--- config.mk ---
export PLATFORM = sky130hd
export DESIGN_NAME = ps2_key_scanner
export DESIGN_NICKNAME = d
export VERILOG_FILES = /design/src/rtl/ps2_key_scanner.sv
export SDC_FILE = /design/constraint.sdc
export NUM_CORES = 1
export LEC_CHECK = 0
export BUFFER_PORTS_ARGS = -buffer_cell sky130_fd_sc_hd__buf_2
export CORE_MARGIN = 2
export CORE_UTILIZATION = 30
export CTS_CLUSTER_SIZE = 25
export DETAILED_ROUTE_END_ITERATION = 8
export SETUP_SLACK_MARGIN = 0.15
export SLEW_MARGIN = 10
export SYNTH_ARGS = -nofsm -noshare
export SYNTH_HDL_FRONTEND = slang
export SYNTH_SLANG_ARGS = --single-unit
export TNS_END_PERCENT = 100
--- constraint.sdc ---
create_clock -name clk_i -period 7.8 [get_ports clk_i]
set_clock_uncertainty 0.05 [all_clocks]
set_input_delay 1.56 -clock clk_i [delete_from_list [all_inputs] [get_ports clk_i]]
set_output_delay 1.56 -clock clk_i [all_outputs]
set_load 0.01 [all_outputs]
--- src/rtl/ps2_key_scanner.sv ---
// PS/2 keyboard front end: synchronises and filters the raw PS/2 lines,
// receives device-to-host frames, decodes E0/F0 prefixes, tracks held keys
// for a configurable key set and queues decoded key events in a FWFT FIFO.
//
// Ports:
//   clk_i, rst_i          system clock, synchronous active-high reset
//   ps2_clk_i, ps2_data_i raw asynchronous PS/2 lines
//   evt_valid_o/ready_i   event queue handshake (pop on valid & ready)
//   evt_code_o/ext_o/break_o/repeat_o  head event fields
//   fifo_level_o          number of queued events
//   key_down_o            held state of tracked keys
//   rx_byte_o/valid_o     last good byte, one-cycle pulse per good byte
//   parity_err_o, frame_err_o, overflow_o, bat_ok_o  one-cycle status pulses
//
// state  | meaning
// IDLE   | waiting for a start bit (data low on clock fall)
// DATA   | shifting in 8 data bits, LSB first
// PARITY | capturing the odd-parity bit
// STOP   | checking stop bit and parity, delivering the byte
module ps2_key_scanner #(
  parameter int unsigned FILTER_LEN  = 4,
  parameter int unsigned TIMEOUT_CYC = 50000,
  parameter int unsigned FIFO_DEPTH  = 8,
  parameter int unsigned NUM_KEYS    = 4,
  parameter logic [NUM_KEYS*9-1:0] KEYMAP = {9'h172, 9'h175, 9'h01B, 9'h01D}
) (
  input  logic                            clk_i,
  input  logic                            rst_i,
  input  logic                            ps2_clk_i,
  input  logic                            ps2_data_i,
  output logic                            evt_valid_o,
  input  logic                            evt_ready_i,
  output logic [7:0]                      evt_code_o,
  output logic                            evt_ext_o,
  output logic                            evt_break_o,
  output logic                            evt_repeat_o,
  output logic [$clog2(FIFO_DEPTH+1)-1:0] fifo_level_o,
  output logic [NUM_KEYS-1:0]             key_down_o,
  output logic [7:0]                      rx_byte_o,
  output logic                            rx_byte_valid_o,
  output logic                            parity_err_o,
  output logic                            frame_err_o,
  output logic                            overflow_o,
  output logic                            bat_ok_o
);

  localparam int LW = $clog2(FIFO_DEPTH+1);
  localparam int PW = $clog2(FIFO_DEPTH);
  localparam int TW = $clog2(TIMEOUT_CYC+1);
  localparam logic [LW-1:0] FULL_LVL = LW'(FIFO_DEPTH);
  localparam logic [TW-1:0] TMO_LOAD = TW'(TIMEOUT_CYC);

  typedef enum logic [1:0] {IDLE, DATA, PARITY, STOP} state_t;

  // Input conditioning; everything presets high so reset release looks like an idle bus.
  logic [1:0]            clk_sync_q, data_sync_q;
  logic [FILTER_LEN-1:0] clk_hist_q, data_hist_q;
  logic                  clk_filt_q, data_filt_q, clk_filt_prev_q;
  logic                  fall;

  always_ff @(posedge clk_i) begin
    if (rst_i) begin
      clk_sync_q      <= '1;
      data_sync_q     <= '1;
      clk_hist_q      <= '1;
      data_hist_q     <= '1;
      clk_filt_q      <= 1'b1;
      data_filt_q     <= 1'b1;
      clk_filt_prev_q <= 1'b1;
    end else begin
      clk_sync_q      <= {clk_sync_q[0], ps2_clk_i};
      data_sync_q     <= {data_sync_q[0], ps2_data_i};
      clk_hist_q      <= {clk_hist_q[FILTER_LEN-2:0], clk_sync_q[1]};
      data_hist_q     <= {data_hist_q[FILTER_LEN-2:0], data_sync_q[1]};
      if (&clk_hist_q)       clk_filt_q <= 1'b1;
      else if (~|clk_hist_q) clk_filt_q <= 1'b0;
      if (&data_hist_q)       data_filt_q <= 1'b1;
      else if (~|data_hist_q) data_filt_q <= 1'b0;
      clk_filt_prev_q <= clk_filt_q;
    end
  end

  assign fall = clk_filt_prev_q & ~clk_filt_q;

  // Receive FSM
  state_t        state_q;
  logic [2:0]    bit_cnt_q;
  logic [7:0]    shift_q, rx_byte_q;
  logic          par_q, rx_valid_q, parity_err_q, frame_err_q, bat_ok_q;
  logic [TW-1:0] tmo_q;

  always_ff @(posedge clk_i) begin
    if (rst_i) begin
      state_q      <= IDLE;
      bit_cnt_q    <= '0;
      shift_q      <= '0;
      par_q        <= 1'b0;
      tmo_q        <= TMO_LOAD;
      rx_byte_q    <= '0;
      rx_valid_q   <= 1'b0;
      parity_err_q <= 1'b0;
      frame_err_q  <= 1'b0;
      bat_ok_q     <= 1'b0;
    end else begin
      rx_valid_q   <= 1'b0;
      parity_err_q <= 1'b0;
      frame_err_q  <= 1'b0;
      bat_ok_q     <= 1'b0;
      if (fall) begin
        tmo_q <= TMO_LOAD;
        case (state_q)
          IDLE: begin
            if (!data_filt_q) begin
              state_q   <= DATA;
              bit_cnt_q <= '0;
            end
          end
          DATA: begin
            shift_q   <= {data_filt_q, shift_q[7:1]};
            bit_cnt_q <= bit_cnt_q + 3'd1;
            if (bit_cnt_q == 3'd7) state_q <= PARITY;
          end
          PARITY: begin
            par_q   <= data_filt_q;
            state_q <= STOP;
          end
          default: begin
            state_q <= IDLE;
            if (!data_filt_q) begin
              frame_err_q <= 1'b1;
            end else if (^{shift_q, par_q}) begin
              rx_byte_q  <= shift_q;
              rx_valid_q <= 1'b1;
              bat_ok_q   <= (shift_q == 8'hAA);
            end else begin
              parity_err_q <= 1'b1;
            end
          end
        endcase
      end else if (state_q != IDLE) begin
        if (tmo_q == '0) begin
          frame_err_q <= 1'b1;
          state_q     <= IDLE;
          tmo_q       <= TMO_LOAD;
        end else begin
          tmo_q <= tmo_q - 1'b1;
        end
      end else begin
        tmo_q <= TMO_LOAD;
      end
    end
  end

  // Decode of the byte delivered in the previous cycle
  logic                ext_pend_q, brk_pend_q, overflow_q;
  logic [NUM_KEYS-1:0] key_down_q, match_d;
  logic                is_e0_d, is_f0_d, is_drop_d, rep_d, push_d, pop_d, full_d;
  logic [10:0]         mem_q [FIFO_DEPTH];
  logic [PW-1:0]       wr_ptr_q, rd_ptr_q;
  logic [LW-1:0]       level_q;

  always_comb begin
    is_e0_d   = (rx_byte_q == 8'hE0);
    is_f0_d   = (rx_byte_q == 8'hF0);
    is_drop_d = 1'b0;
    case (rx_byte_q)
      8'h00, 8'hAA, 8'hE1, 8'hEE, 8'hFA, 8'hFC, 8'hFE, 8'hFF: is_drop_d = 1'b1;
      default: ;
    endcase
    match_d = '0;
    for (int i = 0; i < NUM_KEYS; i++)
      match_d[i] = (KEYMAP[9*i +: 9] == {ext_pend_q, rx_byte_q});
    rep_d  = ~brk_pend_q & |(match_d & key_down_q);
    push_d = rx_valid_q & ~is_e0_d & ~is_f0_d & ~is_drop_d;
    pop_d  = (level_q != '0) & evt_ready_i;
    full_d = (level_q == FULL_LVL);
  end

  always_ff @(posedge clk_i) begin
    if (rst_i) begin
      ext_pend_q <= 1'b0;
      brk_pend_q <= 1'b0;
      key_down_q <= '0;
      overflow_q <= 1'b0;
      wr_ptr_q   <= '0;
      rd_ptr_q   <= '0;
      level_q    <= '0;
      for (int i = 0; i < FIFO_DEPTH; i++) mem_q[i] <= '0;
    end else begin
      overflow_q <= 1'b0;
      if (parity_err_q || frame_err_q) begin
        ext_pend_q <= 1'b0;
        brk_pend_q <= 1'b0;
      end
      if (rx_valid_q) begin
        if (is_e0_d) begin
          ext_pend_q <= 1'b1;
        end else if (is_f0_d) begin
          brk_pend_q <= 1'b1;
        end else begin
          ext_pend_q <= 1'b0;
          brk_pend_q <= 1'b0;
          // Key state follows the event even when the queue drops it.
          if (!is_drop_d) begin
            for (int i = 0; i < NUM_KEYS; i++)
              if (match_d[i]) key_down_q[i] <= ~brk_pend_q;
          end
        end
      end
      if (push_d && (!full_d || pop_d)) begin
        mem_q[wr_ptr_q] <= {rx_byte_q, ext_pend_q, brk_pend_q, rep_d};
        wr_ptr_q        <= wr_ptr_q + 1'b1;
      end
      if (pop_d) rd_ptr_q <= rd_ptr_q + 1'b1;
      if (push_d && full_d && !pop_d) overflow_q <= 1'b1;
      if (push_d && !full_d && !pop_d) level_q <= level_q + 1'b1;
      else if (pop_d && !push_d)       level_q <= level_q - 1'b1;
    end
  end

  assign evt_valid_o     = (level_q != '0);
  assign {evt_code_o, evt_ext_o, evt_break_o, evt_repeat_o} = mem_q[rd_ptr_q];
  assign fifo_level_o    = level_q;
  assign key_down_o      = key_down_q;
  assign rx_byte_o       = rx_byte_q;
  assign rx_byte_valid_o = rx_valid_q;
  assign parity_err_o    = parity_err_q;
  assign frame_err_o     = frame_err_q;
  assign overflow_o      = overflow_q;
  assign bat_ok_o        = bat_ok_q;

endmodule

# [Yosys cells after proc, flatten, opt, wreduce, memory -nomap -nowiden]
# Memory sizes are Yosys's and may differ from the RTL's. A register that Yosys moved wholly into a read port is not among the register bits.
# Index checks and enable logic that the tools add are counted.
[word_totals] regBits=74 ram_bits=88 inputBits=5 out_inout_bits=33 word_cells=152 mem_count=1
[classes] n_addsub=6 eq_ne=21 mux=37 n_bitwise=17 n_reduce_logical=43
[mem_list] memory="mem_q" words=8 word_bits=11 read_ports=1 rd_ports_with_merged_regs=1 wr=8 line="158" rtl="logic [10:0] mem_q [FIFO_DEPTH];"
[ops] op="$eq A8 B8 Y1 const B" n=10
[ops] op="$mux W1" n=23
[ops] op="$reduce_and A5 Y1" n=4
[ops] op="$eq A5 B9 Y1 const A" n=2
[ops] op="$eq A9 B9 Y1 const A" n=2
[ops] op="$logic_not A16 Y1" n=1
[ops] op="$reduce_and A4 Y1" n=4
[ops] op="$reduce_or A4 Y1" n=4
[ops] op="$sub A16 B1 Y16 const B" n=1
[ops] op="$mux W3" n=4
[ops] op="$mux W11" n=1
[ops] op="$reduce_or A11 Y1" n=1
[ops] op="$mux W2" n=5
[ops] op="$not A1 Y1" n=10
[ops] op="$reduce_bool A2 Y1" n=5
[ops] op="$add A3 B1 Y3 const B" n=3
[ops] op="$reduce_xor A9 Y1" n=1
[ops] op="$logic_not A8 Y1" n=1
[ops] op="$mux W4" n=2
[ops] op="$reduce_or A8 Y1" n=1
[ops] op="$reduce_or A7 Y1" n=1
[ops] op="$and A1 B1 Y1" n=6
[ops] op="$logic_and A1 B1 Y1" n=6
[ops] op="$ne A3 B3 Y1 const B" n=2
[ops] op="other kinds (19)" n=24

# [Depth between registers and ports, before layout]
# Gate-level depths: netlist (run 1).
[logic_depth] word_depth=11 depth_mapped=12 depth_no_buf=11

# [Least setup slack after synthesis (run 1)]
# OpenSTA, ideal clock, no wires.
[synth_path] path_type="register to output" startpoint="reg (tool-made name)" endpoint="out evt_break_o" arrival_time_ns=1.780 required_ns=6.190 slack_ns=4.410 path_stages_with_launch=4 path_buffers=1 path_cell_list="dfxtp_1 buf_1 mux4_2 mux2_2"
[synth_lines] item="end: declaration" line="35" rtl="output logic evt_break_o,"

==> Implementation_results.wiki, run 1 <==
{| class="wikitable"
! Metric !! Value
|-
| Peak supply drop || 0.165 mV
|-
| Clock tree from TritonCTS || done
|-
| Detailed Route WL || 15600 um
|-
| Quantity of gates resized following cts || 0
|-
| Die span in x || 160 um
|-
| Sequential share of the synthesized area || 57.5%
|-
| Worst slack at placement || 3.15 ns
|-
| # diodes || 0
|-
| Syn Inst Count || 643
|-
| Share of layout cells above drive strength 1 || 18.8%
|-
| Max-slew violations || 0
|-
| Unique masters post-synth || 56
|-
| Initial core utilization || 30.3%
|-
| Drt pass-1 iters || 5
|-
| Clock latency at the later pin of the worst-skew pair || 0.42 ns
|-
| Hold-fix buffers, CTS || 0
|-
| Final Net Count || 679
|-
| Dpl cells || 967
|-
| IO Port Bufs || 37
|-
| Total power divided by cell area || 261 nW/um^2
|-
| Final hold viol count || 0
|-
| Rows || 57
|-
| Data arrival at the endpoint of the critical path || around 4.2 ns
|-
| Type of the worst min-delay path || reg -> reg
|-
| Pin count of the biggest net entering global routing || 72
|-
| Cts bufs inserted || 17
|-
| Count of nets left with antenna violations after detail routing || 0
|-
| Compound-cell area share of the yosys netlist || around 5%
|-
| Critical path cell sequence || buf_2 -> nand2b_1 -> nor2_1 -> nor3_2 -> nand3b_1 -> o21bai_1
|-
| Critical Path Sink Type || flop
|-
| Critical Path Source Type || primary input
|-
| Die area || 25500 um^2
|-
| Seq cells post-synth || between 150 and 200
|-
| Global-route wire length before repair || approximately 25000 um
|-
| Master of the slowest instance on the critical path || o21bai_1
|-
| Yosys warning count || 0
|-
| Via count of the first global-routing pass || 4489
|-
| Share of synthesized registers carrying an async set or reset || 0%
|-
| Xor/xnor cell area share of the yosys netlist || 3.08%
|-
| Placeable core region || 24000 um^2
|-
| Post-CTS Setup Inserts || 0
|-
| Largest family of logic cells by synthesized area || simple AND/OR/NAND/NOR gates
|-
| Setup TNS Final || 0 ns
|-
| Routed via count || 4689
|-
| Final global-route overflow total || 0
|-
| Unrepaired setup endpoints after global routing || false
|-
| Run status || finished, final reports clean
|-
| CTS Root Buffer Type || clkbuf_16
|-
| Number of setup violations in the final report || 0
|-
| Vias per std cell || between 4 and 5
|-
| Required time of the critical path || 7.79 ns
|-
| Number of flops mapped to enable cells by yosys || just under 90
|-
| Max Clock Freq || 239 MHz
|-
| Transition time at the pin with the least slew margin || approximately 1.1 ns
|-
| Die H || 160 um
|-
| Post-synth net total || 660
|-
| Avg Cell Area, Syn || ~11 um^2
|-
| Global Route Usage Sum || roughly 13%
|-
| Maximum cell stage delay along the critical path || roughly 1.2 ns
|-
| Critical path class || in -> reg
|-
| Simple-gate portion of the synthesized area || 18.7%
|-
| Most frequently used flop master after synthesis || edfxtp_1
|-
| Leakage power figure || between 0.002 and 0.003 uW
|-
| Register clock-pin slew on the reported worst setup and hold paths || 0.06 ns
|-
| Worst Slack Setup Final || 3.62 ns
|-
| Per-cell routed wire length || 15.6 um
|-
| Number of max-cap violations || 0
|-
| Number of H-tree branching levels || 4
|-
| I/O pin cnt || 38
|-
| Worst Path Max Fanout || 24
|-
| Drt drc || 0
|-
| Non-Filler Instances || 999
|-
| Fin crit share || 53.6%
|-
| Clock period minus final worst setup slack || about 4.2 ns
|-
| Post-DP HPWL || 11000 um
|-
| Area Overhead vs Synth || 14.4%
|-
| Maximum number of buffers from clock root to sink || 2
|-
| Number of antenna violations at the first check in global routing || 0
|-
| Adder and majority gate portion of the synthesized area || under 10%
|-
| CTS Sinks || 165
|-
| Weighted congestion reported at the end of routability-driven placement || 0.738
|-
| Worst slew slack as a fraction of its limit || 27.7%
|-
| Worst hold slack || 0.359 ns
|-
| Number of violations reported at the end of detailed-routing iteration 0 || 282
|-
| Combined area of all synthesized cells || 7280 um^2
|-
| Mux share of post-synthesis cell area || 10.6%
|-
| Final Core Density || 34.7%
|}
[metal layers]
metal	GRT usage [%]	wire (um)	vias to the layer above	part of all wire [%]
li1	-	-	2311	-
met1	18.2	7460	2271	48
met2	18.5	6980	98	45
met3	3.53	1060	9	6.8
met4	3.19	114	0	0.73
met5	0	0	-	0
[synthesized netlist by cell type (7+ instances only)]
| master | count | area share (%) |
|---|---|---|
| nor2_1 | 133 | 6.9 |
| nor3_1 | 10 | 0.69 |
| nor4_1 | 11 | 0.95 |
| or2_2 | 14 | 1.2 |
| mux2i_1 | 11 | 1.5 |
| mux4_2 | 22 | 6.8 |
| edfxtp_1 | 88 | 36 |
| o21bai_1 | 10 | 1.0 |
| ha_1 | 11 | 1.9 |
| nand2_1 | 53 | 2.7 |
| nand3_1 | 21 | 1.4 |
| mux2_2 | 12 | 1.9 |
| inv_1 | 7 | 0.36 |
| clkbuf_1 | 21 | 1.1 |
| or4_1 | 7 | 0.72 |
| nor2b_1 | 9 | 0.77 |
| dfxtp_1 | 77 | 21 |
| a21oi_1 | 21 | 1.4 |
| xnor2_1 | 21 | 2.5 |
| buf_2 | 13 | 0.89 |
[cell families after synthesis]
kind of cell | count (synthesis)
buffers and inverters | 47
adders and majority gates | 13
AOI/OAI and AO/OA | 57
DFF | 165
xor gates and xnor gates | 24
muxes | 47
and+or+nand+nor | 290
[per-stage QoR]
| stage | cell area, um^2 | power [uW] |
|---|---|---|
| final | 8330 | 2170 |
| after global routing | 8330 | 2270 |
| after CTS | 8330 | 2200 |
| after detailed placement | 7710 | 1340 |
| after global placement | 7710 | 1330 |
| after floorplan | 7280 | 1240 |
[cells in the final DEF (no fill, tap or decap), drive strengths merged, types with 3 or more instances in the layout]
cell type / Yosys / layout
a21o: 3 / 3
ha: 11 / 11
or4: 8 / 8
a21oi: 21 / 21
clkbuf: 21 / 20
clkinv: 0 / 4
mux2: 14 / 14
and3: 3 / 3
mux4: 22 / 22
a31oi: 4 / 4
mux2i: 11 / 11
nor2: 133 / 133
nand2b: 6 / 6
xnor2: 21 / 21
nor3: 11 / 11
or2: 15 / 15
nand3b: 6 / 6
nand3: 22 / 22
o21ai: 7 / 7
o21bai: 10 / 10
nor2b: 9 / 9
inv: 7 / 11
edfxtp: 88 / 88
dfxtp: 77 / 77
buf: 19 / 40
nand2: 53 / 53
nor4: 11 / 11
bufinv: 0 / 3
or3: 4 / 4
a211oi: 3 / 3
[worst max-delay path: cells and delay by family]
family / cells / cell delay, ns
AND/OR/NAND/NOR: 4 / 1.34
AO/OA/AOI/OAI: 1 / 1.15
buffers and inverters: 1 / 0.12
[worst paths after layout]
check | from | end | slack [ns] | cells after the start
setup / recovery | evt_ready_i | mem_q[5][1]$_SDFFCE_PN0P_ | 3.62 | 6
setup reg to reg | rx_byte_o[4]$_SDFFE_PP0P_ | mem_q[5][1]$_SDFFCE_PN0P_ | 3.94 | 6
hold / removal | data_sync_q[1]$_SDFF_PP1_ | data_hist_q[0]$_SDFF_PP1_ | 0.36 | 1
hold reg to reg | data_sync_q[1]$_SDFF_PP1_ | data_hist_q[0]$_SDFF_PP1_ | 0.36 | 1
[cell type report]
cell class	count	area (um^2)
multi-input cells	431	2890
clock buffers	20	447
fillers	2394	15700
repair buffers	40	208
inverters	7	26.3
flip-flops and latches	165	4180
well taps	324	405
clock inverters	12	169
[sequential cells by signal, indices dropped and copies added, names as in the netlist, 2 cells and up, named ones only]
signal	count
bit_cnt_q	3
clk_hist_q	4
clk_sync_q	2
data_hist_q	4
data_sync_q	2
fifo_level_o	4
key_down_o	4
mem_q	88
rd_ptr_q	3
rx_byte_o	8
shift_q	8
state_q	2
tmo_q	16
wr_ptr_q	3
[power breakdown]
group | internal, uW | switching, uW
clock network | 520 | 347
registers | 947 | 32.5
logic | 167 | 161
total | 1630 | 541
Power figures use the tool's default switching activity.
==> run 2, diff against run 1 <==
Clock period 7.8 ns to 3.55 ns, I/O delays scaled along.
==> run 2 against run 1 <==
Effect of this change:
- power up 120%
- core utilization up 0.69 points
- routed wire length up 3.4%
- via count up 2.2%
- non-clock buffer count up 21
- hold slack better by 0.0016 ns
- register-to-register slack worse by 3.4 ns
- sequential share of layout area down 0.98 points
- global-route usage up 0.65 points
- die area unchanged
- setup slack worse by 3.1 ns
- flip-flop and latch count unchanged
- critical path type is now reg -> reg
- largest power group unchanged
==> Implementation_results.wiki, run 2 (synthesis results as in run 1) <==
{| class="wikitable"
! Metric !! Value
|-
| Data arrival at the endpoint of the critical path || 3.30 ns (-0.87 ns)
|-
| Number of H-tree branching levels || 4 (unchanged)
|-
| Filler Cells Inserted || 2409 (+0.63%)
|-
| Leakage power figure || 0.00289 uW (+3.8%)
|-
| Worst slack at placement || 0.425 ns (-2.73 ns)
|-
| Buf/Inv on CP || 0 (-1)
|-
| Die area || 25500 um^2 (unchanged)
|-
| Number of antenna violations at the first check in global routing || 0 (unchanged)
|-
| Share of layout cells above drive strength 1 || 21.4% (+2.6 points)
|-
| Final Net Count || 700 (+3.1%)
|-
| Register-to-Register Path Depth || 11 (+5)
|-
| Type of the worst min-delay path || reg -> reg
|-
| Critical Path Source Type || flop
|-
| Setup TNS Final || 0 ns (unchanged)
|-
| Worst Path Max Fanout || 11 (-54%)
|-
| Final hold viol count || 0 (unchanged)
|-
| Flip-flop count of the largest register after layout || 88 (unchanged)
|-
| Clk pwr share || 39.9% (about the same)
|-
| Per-cell routed wire length || 15.8 um (+1.3%)
|-
| Worst Slack Setup Final || 0.519 ns (-3.10 ns)
|-
| Fraction of power consumed by combinational cells || 16.1% (+1.0 points)
|-
| CTS Sinks || 165 (unchanged)
|-
| Total power divided by cell area || 570 nW/um^2 (+120%)
|-
| Maximum number of buffers from clock root to sink || 2 (unchanged)
|-
| Routed via count || 4794 (+2.2%)
|-
| Top Registers || mem_q: 88 flops, tmo_q: 16 flops
|-
| Cell family contributing the most delay on the critical path || simple AND/OR/NAND/NOR gates
|-
| Critical path class || reg -> reg
|-
| Register Area || 4180 um^2 (unchanged)
|-
| Max-slew violations || 0 (unchanged)
|-
| Weighted congestion reported at the end of routability-driven placement || 0.755 (+2.3%)
|-
| Vias per std cell || 4.70 (+0.13%)
|-
| Master of the slowest instance on the critical path || or4_4
|-
| Number of violations reported at the end of detailed-routing iteration 0 || 300 (+6.4%)
|-
| Die H || 160 um (unchanged)
|-
| Register-to-register setup slack || 0.52 ns (-3.42 ns)
|-
| Final global-route overflow total || 0 (unchanged)
|-
| Global Route Usage Sum || 13.2% (+0.65 points)
|-
| Commonest cells after routing, fill and taps aside || nor2_1, edfxtp_1, dfxtp_1, nand2_1, buf_2
|-
| Clock latency at the later pin of the worst-skew pair || 0.43 ns (about the same)
|-
| Depth of the worst hold-timing path || 1 (unchanged)
|-
| I/O pin cnt || 38 (unchanged)
|-
| Cell Int Power || 3590 uW (+120%)
|-
| IO Port Bufs || 37 (unchanged)
|-
| Fin crit share || 85.4%
|-
| Endpoint of the most critical register-to-register path || fifo_level_o[3]$_SDFFE_PP0P_
|-
| Detailed Route WL || 16100 um (+3.4%)
|-
| Clock period minus final worst setup slack || about 3.0 ns
|-
| Sequential power share || 44.0% (-1.0 points)
|-
| Area of the multi-input gates || 2900 um^2 (+0.13%)
|-
| Maximum cell stage delay along the critical path || 0.54 ns (-0.61 ns)
|-
| Drt pass-1 iters || 4 (-1)
|-
| Register clock-pin slew on the reported worst setup and hold paths || 0.07 ns (about the same)
|-
| Initial core utilization || 30.3% (unchanged)
|-
| Number of max-cap violations || 0 (unchanged)
|-
| CTS Root Buffer Type || clkbuf_16
|-
| Launching point of the worst reg2reg path || rx_byte_o[0]$_SDFFE_PP0P_
|-
| Number of setup violations in the final report || 0 (unchanged)
|-
| End point of the most critical hold path || data_sync_q[1]$_SDFF_PP1_
|-
| Startpoint of the worst hold path || data_sync_q[0]$_SDFF_PP1_
|-
| Worst hold slack || 0.360 ns (+0.00157 ns)
|-
| Worst slew slack as a fraction of its limit || 43.4% (+16 points)
|-
| Via count of the first global-routing pass || 4839 (+7.8%)
|-
| Cts bufs inserted || 17 (unchanged)
|-
| Global-route wire length before repair || 26400 um (+6.0%)
|-
| Max Clock Freq || 330 MHz
|-
| Largest reg by FF count || mem_q
|-
| Most common cell after layout, fill and taps aside || nor2_1
|-
| Switching share of power || 25.8% (+0.94 points)
|-
| Unrepaired setup endpoints after global routing || false
|-
| Placeable core region || 24000 um^2 (unchanged)
|-
| Drt drc || 0 (unchanged)
|-
| Switching power || 1250 uW (+130%)
|-
| Die span in x || 160 um (unchanged)
|-
| Clock tree from TritonCTS || done
|-
| Critical path cell sequence || or3b_1 -> or4_4 -> nand3_4 -> nor2_1 -> nand2_1 -> ha_1 -> a21o_1 -> a21oi_2 -> o211ai_1 -> a32oi_1 -> a31oi_1
|-
| Peak supply drop || 0.351 mV (+110%)
|-
| Critical Path Sink Type || flop
|-
| Run status || finished, final reports clean
|-
| Required time of the critical path || 3.82 ns (-3.97 ns)
|-
| Area Overhead vs Synth || 16.7%
|-
| Count of nets left with antenna violations after detail routing || 0 (unchanged)
|-
| Rows || 57 (unchanged)
|-
| # diodes || 0 (unchanged)
|-
| Post-DP HPWL || 10800 um (-2.1%)
|-
| Transition time at the pin with the least slew margin || 0.842 ns (-0.240 ns)
|-
| Pin count of the biggest net entering global routing || 33 (-54%)
|}
## run 2: metrics by stage
| step | cell area, um^2 | cells | power (uW) | util (%) |
|---|---|---|---|---|
| 6_report | 8500 | 1020 | 4840 | 35.4 |
| 5_1_grt | 8500 | 1020 | 5050 | 35.4 |
| 4_1_cts | 8490 | 1020 | 4900 | 35.3 |
| 3_5_place_dp | 7870 | 988 | 2960 | 32.8 |
| 3_3_place_gp | 7870 | 988 | 2950 | 32.8 |
| 2_1_floorplan | 7280 | 643 | 2720 | - |
## run 2: timing repair
action | in CTS | in global routing
endpoints found under the setup margin | 0 | 1
endpoints found under the hold margin | 0 | 0
setup buffers | 0 | 0
resized for setup | 0 | 1
hold buffers | 0 | 0
## run 2: how the worst max path moves through the flow
| stage | from | end | slack (ns) | depth (start not counted) |
|---|---|---|---|---|
| 2_1_floorplan | rx_byte_o[1]$_SDFFE_PP0P_ | fifo_level_o[3]$_SDFFE_PP0P_ | 0.59 | 12 |
| 3_5_place_dp | rx_byte_o[0]$_SDFFE_PP0P_ | fifo_level_o[3]$_SDFFE_PP0P_ | 0.42 | 11 |
| 3_3_place_gp | rx_byte_o[0]$_SDFFE_PP0P_ | fifo_level_o[3]$_SDFFE_PP0P_ | 0.51 | 11 |
| 4_1_cts | rx_byte_o[0]$_SDFFE_PP0P_ | fifo_level_o[3]$_SDFFE_PP0P_ | 0.41 | 11 |
| 6_report | rx_byte_o[0]$_SDFFE_PP0P_ | fifo_level_o[3]$_SDFFE_PP0P_ | 0.52 | 11 |
| 5_1_grt | rx_byte_o[0]$_SDFFE_PP0P_ | fifo_level_o[3]$_SDFFE_PP0P_ | 0.31 | 11 |
## run 2: layer usage
metal  wire length, um  up-vias  GRT usage, %  share of wire [%]
li1                  -     2370             -                  -
met1              7170     2320          17.5                 44
met2              7910       98          21.5                 49
met3               955        6          2.96                5.9
met4               106        0          4.42               0.66
met5                 0        -             0                  0
## run 2: area by class of cell
cell class | instances | share of cell area, %
Clock buffer | 18 | 5.05
Inverter | 7 | 0.309
Clock inverter | 14 | 2.25
Timing Repair Buffer | 61 | 4.30
Multi-Input combinational cell | 431 | 34.1
Tap cell | 324 | 4.77
Sequential cell | 165 | 49.2
## run 2: power by group through the flow
stage	Sequential, uW	Combinational (uW)	Clock (uW)
floorplan	2180	544	0
global placement	2170	778	0
detailed placement	2170	785	0
CTS	2130	789	1980
global route	2140	858	2060
finish	2130	779	1930
